--- config.mk ---
export PLATFORM = sky130hd
export DESIGN_NAME = flex_timer_array
export DESIGN_NICKNAME = d
export VERILOG_FILES = /design/src/rtl/flex_pkg.sv /design/src/rtl/flex_chan.sv /design/src/rtl/flex_timer_array.sv
export SDC_FILE = /design/constraint.sdc
export NUM_CORES = 1
export LEC_CHECK = 0
export ABC_AREA = 1
export CAP_MARGIN = 20
export CORE_MARGIN = 2
export CORE_UTILIZATION = 40
export CTS_CLUSTER_SIZE = 8
export DETAILED_ROUTE_END_ITERATION = 16
export GPL_TIMING_DRIVEN = 1
export PLACE_DENSITY = 0.68
export SKIP_LAST_GASP = 1
export SLEW_MARGIN = 20
export SYNTH_ARGS = -nofsm -noshare
export SYNTH_HDL_FRONTEND = slang
export SYNTH_SLANG_ARGS = --single-unit
export TNS_END_PERCENT = 10
--- constraint.sdc ---
create_clock -name clk -period 1.9 [get_ports clk]
set_input_delay 0.38 -clock clk [delete_from_list [all_inputs] [get_ports clk]]
set_output_delay 0.38 -clock clk [all_outputs]
set_load 0.02 [all_outputs]
--- src/rtl/flex_pkg.sv ---
// flex_pkg: shared types for the flex timer array.
//   cnt_mode_t   - per-channel counting mode (2-bit encoding on the mode port)
//   chan_state_t - per-channel control state (free counting / one-shot halted)
package flex_pkg;

  typedef enum logic [1:0] {
    UP_WRAP   = 2'd0,
    DOWN_WRAP = 2'd1,
    UP_ONCE   = 2'd2,
    DOWN_ONCE = 2'd3
  } cnt_mode_t;

  typedef enum logic {
    COUNTING = 1'b0,
    HALTED   = 1'b1
  } chan_state_t;

  // Bit 0 of the mode selects direction, bit 1 selects one-shot behaviour.
  function automatic logic mode_is_down(input cnt_mode_t m);
    return m[0];
  endfunction

  function automatic logic mode_is_once(input cnt_mode_t m);
    return m[1];
  endfunction

endpackage

--- src/rtl/flex_chan.sv ---
// flex_chan: one independent counter channel of the flex timer array.
// Ports:
//   clk, n_rst      - clock (rising edge), asynchronous active-low reset
//   advance         - count step strobe (enable qualified by prescaler tick)
//   clear, load     - synchronous clear / load (clear has priority)
//   mode            - counting mode (up/down, wrap/once)
//   load_val        - value taken on load
//   rollover_val    - terminal value (up modes) and reload value (down modes)
//   count           - registered count
//   rollover_flag   - count sits at the terminal value
//   rollover_pulse  - one-cycle strobe when an advance lands on terminal
//   done            - sticky one-shot halted indication
module flex_chan
  import flex_pkg::*;
#(
  parameter int unsigned NUM_CNT_BITS = 8
) (
  input  logic                    clk,
  input  logic                    n_rst,
  input  logic                    advance,
  input  logic                    clear,
  input  logic                    load,
  input  cnt_mode_t               mode,
  input  logic [NUM_CNT_BITS-1:0] load_val,
  input  logic [NUM_CNT_BITS-1:0] rollover_val,
  output logic [NUM_CNT_BITS-1:0] count,
  output logic                    rollover_flag,
  output logic                    rollover_pulse,
  output logic                    done
);

  localparam logic [NUM_CNT_BITS-1:0] CNT_ONE = NUM_CNT_BITS'(1);

  chan_state_t             state_q, state_d;
  logic [NUM_CNT_BITS-1:0] count_q, count_d;
  logic                    flag_q, flag_d;
  logic                    pulse_q, pulse_d;
  logic [NUM_CNT_BITS-1:0] terminal;
  logic [NUM_CNT_BITS-1:0] adv_count;

  always_comb begin
    terminal  = mode_is_down(mode) ? CNT_ONE : rollover_val;
    adv_count = count_q;
    if (mode_is_down(mode)) begin
      // Out-of-range counts (above the reload value) restart from the reload value.
      if ((count_q <= CNT_ONE) || (count_q > rollover_val)) adv_count = rollover_val;
      else                                                  adv_count = count_q - CNT_ONE;
    end else begin
      if (count_q >= rollover_val) adv_count = CNT_ONE;
      else                         adv_count = count_q + CNT_ONE;
    end
  end

  always_comb begin
    state_d = state_q;
    count_d = count_q;
    flag_d  = flag_q;
    pulse_d = 1'b0;
    if (clear) begin
      state_d = COUNTING;
      count_d = '0;
      flag_d  = 1'b0;
    end else if (load) begin
      state_d = COUNTING;
      count_d = load_val;
      flag_d  = (load_val == terminal);
    end else if (advance && (rollover_val != '0)) begin
      unique case (state_q)
        COUNTING: begin
          count_d = adv_count;
          flag_d  = (adv_count == terminal);
          pulse_d = (adv_count == terminal);
          if (mode_is_once(mode) && (adv_count == terminal)) state_d = HALTED;
        end
        HALTED: ;
        default: state_d = COUNTING;
      endcase
    end
  end

  always_ff @(posedge clk or negedge n_rst) begin
    if (!n_rst) begin
      state_q <= COUNTING;
      count_q <= '0;
      flag_q  <= 1'b0;
      pulse_q <= 1'b0;
    end else begin
      state_q <= state_d;
      count_q <= count_d;
      flag_q  <= flag_d;
      pulse_q <= pulse_d;
    end
  end

  assign count          = count_q;
  assign rollover_flag  = flag_q;
  assign rollover_pulse = pulse_q;
  assign done           = (state_q == HALTED);

endmodule

--- src/rtl/flex_timer_array.sv ---
// flex_timer_array: NUM_CH independent counter channels sharing one prescaler.
// Ports:
//   clk, n_rst      - clock (rising edge), asynchronous active-low reset
//   prescale_val    - tick period minus one
//   count_enable    - per-channel advance enable (qualified by tick)
//   clear, load     - per-channel synchronous clear / load
//   mode            - per-channel cnt_mode_t, 2 bits each, channel 0 in LSBs
//   load_val        - packed per-channel load values, channel 0 in LSBs
//   rollover_val    - packed per-channel terminal/reload values
//   count_out       - packed per-channel registered counts
//   rollover_flag   - per-channel level: count at terminal
//   rollover_pulse  - per-channel one-cycle terminal strobe
//   done            - per-channel sticky one-shot halted
//   tick            - registered prescaler strobe
module flex_timer_array
  import flex_pkg::*;
#(
  parameter int unsigned NUM_CNT_BITS  = 8,
  parameter int unsigned NUM_CH        = 4,
  parameter int unsigned PRESCALE_BITS = 4
) (
  input  logic                           clk,
  input  logic                           n_rst,
  input  logic [PRESCALE_BITS-1:0]       prescale_val,
  input  logic [NUM_CH-1:0]              count_enable,
  input  logic [NUM_CH-1:0]              clear,
  input  logic [NUM_CH-1:0]              load,
  input  logic [2*NUM_CH-1:0]            mode,
  input  logic [NUM_CH*NUM_CNT_BITS-1:0] load_val,
  input  logic [NUM_CH*NUM_CNT_BITS-1:0] rollover_val,
  output logic [NUM_CH*NUM_CNT_BITS-1:0] count_out,
  output logic [NUM_CH-1:0]              rollover_flag,
  output logic [NUM_CH-1:0]              rollover_pulse,
  output logic [NUM_CH-1:0]              done,
  output logic                           tick
);

  localparam logic [PRESCALE_BITS-1:0] PRE_ONE = PRESCALE_BITS'(1);

  logic [PRESCALE_BITS-1:0] presc_q;
  logic                     tick_q;

  // Using >= for the wrap lets a lowered prescale_val restart the count at 0,
  // while tick only fires on an exact match.
  always_ff @(posedge clk or negedge n_rst) begin
    if (!n_rst) begin
      presc_q <= '0;
      tick_q  <= 1'b0;
    end else begin
      tick_q  <= (presc_q == prescale_val);
      presc_q <= (presc_q >= prescale_val) ? '0 : presc_q + PRE_ONE;
    end
  end

  assign tick = tick_q;

  for (genvar i = 0; i < NUM_CH; i++) begin : g_chan
    flex_chan #(
      .NUM_CNT_BITS(NUM_CNT_BITS)
    ) u_chan (
      .clk           (clk),
      .n_rst         (n_rst),
      .advance       (count_enable[i] & tick_q),
      .clear         (clear[i]),
      .load          (load[i]),
      .mode          (cnt_mode_t'(mode[2*i +: 2])),
      .load_val      (load_val[i*NUM_CNT_BITS +: NUM_CNT_BITS]),
      .rollover_val  (rollover_val[i*NUM_CNT_BITS +: NUM_CNT_BITS]),
      .count         (count_out[i*NUM_CNT_BITS +: NUM_CNT_BITS]),
      .rollover_flag (rollover_flag[i]),
      .rollover_pulse(rollover_pulse[i]),
      .done          (done[i])
    );
  end

endmodule
==> reports/results.txt <==
Die height: 131 um
Final setup violation count: 48
DR vias/cell: 5.27
Post-layout min period: 2.37 ns
Reg-to-reg setup timing slack: -0.47 ns
Nets@finish: 1485
Tot GR Track Use: 26.6%
Setup TNS: -10.82 ns
Placer Congestion: 0.931
Rel. slew slack: 69.4%
Clock Tree Buf Depth: 2
Num CTS Buffers: 5
Fillcell total: 1350
Most frequent cells in the layout: nand2_1, buf_4, nand3_1, clkdlybuf4s50_1, inv_1
Tcrit/Tclk final: 125%
Commonest non-fill, non-tap cell in the layout: nand2_1
Initial Utilization: 40.8%
Cell taking the most area after synthesis: dfrtp_1
Core Region: 15800 um2
FMAX: 0.422 GHz
Pre-CTS setup slack: -0.968 ns
Max Cap Viol: 0
Top-area cell type share of the netlist area: 19.0%
Total wire length: 24500 um
Worst r2r src: g_chan[2].u_chan.count[7]
Synth Warn #: 0
R2r worst-path depth: 14
Final Hold Viols: 12
Diode count: 0
Post-route ant nets: 0
CTS tree: done
DRT Pass-1 Iters: 5
Initial antenna violation count: 0
Sequential Area: 1260 um2
#FFs+latches synth: 49
Mapped Cells: 1027
Skew-Pair Late Insertion Delay: 0.31 ns
Status: finished, violations left
Count of input and output buffers: 134
Leak: 5.14 nW
Synth top area cells: dfrtp_1, nand2_1, nand3_1, ha_1, inv_1
Wire per inst: 15.7 um
Clock Sinks: 49
CP Capture Type: register
Data required time at the worst endpoint: 2.16 ns
Maximum VDD drop: 0.424 mV
Finished Core Util: 66.5%
Critical Path Sink: g_chan[2].u_chan.rollover_flag
CP Class: register to register
Share of cells above drive strength 1: 34.0%
DRT iter0 DRCs: 671
EDFF count, synth: 0
Multi-input logic area: 5390 um2
Reg clk slew, reported paths: 0.08 ns
Finished Layout Cells: 1563
Total die area: 17200 um2
Setup ws final: -0.469 ns
RSZ-0062 raised after global routing: true
Vias: 8238
Post-Place Cells: 1524
Root buffer cell: clkbuf_16
# rows: 46
IO Count: 135
Largest net degree at the start of global routing: 38
Synthesized cell area: 6460 um2
Worst-Margin Slew: 0.458 ns
Final-report max-slew violation count: 0
Hold_ws: -0.00602 ns
Crit. Startpoint: g_chan[2].u_chan.count[7]
Pwr Density: 700 nW/um2
Post-route DRC violation count: 0
RR Endpoint: g_chan[2].u_chan.rollover_flag
Post-synthesis async set-or-reset flop share: 100%
GR Overflow Total: 0
Critical path peak fanout: 6
Register area share after synthesis: 19.0%
DP Wirelength: 17900 um
Mean post-synth cell area: 6.29 um2
P&R area growth vs syn: 63.0%
Prevailing post-synth register cell: dfrtp_1
Setup crit start kind: register
Hold Path Class: input port to asynchronous set/reset pin
Global-route wire length before repair: 37600 um
H-tree depth: 2
Synth cell types: 36
Vias in the first global route: 7853
Violated checks: hold timing, setup timing
Syn Nets: 1166
Power, Total: 7.37 mW
Die W: 131 um
WP data arrival: 2.62 ns
Clk_skew: 0.00484 ns
metrics by stage:
| stage | hold slack [ns] | area [um2] |
|---|---|---|
| 5_1_grt | 0.00603 | 10500 |
| 2_1_floorplan | 0.0844 | 6650 |
| 4_1_cts | 0.000167 | 10000 |
| 3_5_place_dp | 0.337 | 9450 |
| 6_report | -0.00602 | 10500 |
| 3_3_place_gp | 0.335 | 9450 |
how the worst min path moves through the flow:
stage	to	depth (start not counted)
after floorplan	g_chan[0].u_chan.count[0]	0
final	g_chan[0].u_chan.count[3]	1
after global routing	g_chan[0].u_chan.count[3]	1
after CTS	g_chan[0].u_chan.count[3]	1
after detailed placement	g_chan[0].u_chan.count[3]	1
after global placement	g_chan[0].u_chan.count[3]	1
sequential cells by signal (all words and copies together) (netlist names):
signal,count
g_chan.u_chan.rollover_flag,4
tick,1
g_chan.u_chan.done,4
g_chan.u_chan.rollover_pulse,4
g_chan.u_chan.count,32
presc_q,4
per-layer routing:
layer | vias to the layer above | GRT usage, % | wire [um]
met5 | - | 0 | 0
met4 | 0 | 11.1 | 1030
met3 | 88 | 3.74 | 1490
met2 | 356 | 44.7 | 11600
met1 | 3763 | 34.1 | 10400
li1 | 4031 | - | -
logic make-up (layout without fill, tap and decap cells):
logic type	after synthesis	count (layout)	synth area share [%]
simple gates	585	589	41.7
xor+xnor	44	44	5.96
buf+inv	173	489	11.1
compound gates	127	127	12.7
flops	49	49	19.0
fa+ha+maj	49	49	9.49
layout make-up:
cell class                      instances  area share, %
Clock buffer                            7           1.45
Clock inverter                          1         0.0475
Inverter                              143           5.14
Sequential cell                        49           12.0
Multi-Input combinational cell        809           51.1
Timing Repair Buffer                  338           27.7
Tap cell                              216           2.57
worst max-delay path, cell delays in order, from the launching register on:
cell	delay [ns]
dfrtp_2	0.44
ha_4	0.26
a21o_1	0.19
nor2_4	0.20
nand3_4	0.11
nor2_4	0.23
nand2_2	0.09
nand3b_1	0.17
nand2_1	0.09
nand3_1	0.13
nor2_2	0.15
nand2_2	0.09
nand2_1	0.06
nand2_1	0.05
nand2_1	0.06
cell usage after synthesis, types with 5 or more instances:
| library cell | instances |
|---|---|
| inv_1 | 134 |
| nand2_4 | 5 |
| a21oi_1 | 27 |
| buf_4 | 16 |
| nand2_1 | 251 |
| a221oi_1 | 9 |
| o22ai_1 | 17 |
| nor2_2 | 16 |
| inv_2 | 8 |
| o21ai_0 | 43 |
| o211ai_1 | 7 |
| nand3_1 | 149 |
| xor2_1 | 36 |
| nor2_4 | 5 |
| nand3b_1 | 18 |
| dfrtp_1 | 49 |
| buf_2 | 8 |
| nand4_1 | 11 |
| clkbuf_1 | 6 |
| o21ai_1 | 11 |
| nor3_1 | 6 |
| nor2_1 | 103 |
| xnor2_1 | 8 |
| ha_1 | 49 |
| nor4_1 | 7 |
report_power, final:
group | total, mW | internal (mW) | switching [mW]
sequential | 1.36 | 1.21 | 0.155
clock | 1.06 | 0.563 | 0.500
combinational | 4.95 | 2.26 | 2.69
timing repair:
| action | 4_1_cts | 5_1_grt |
|---|---|---|
| buffers inserted | 12 | 15 |
| setup endpoints to repair | 48 | 54 |
| pin swaps | 70 | 69 |
| gates resized for setup | 119 | 96 |
| cloned | 4 | 0 |
| hold buffers | 0 | 0 |
Power figures use the tool's default switching activity.
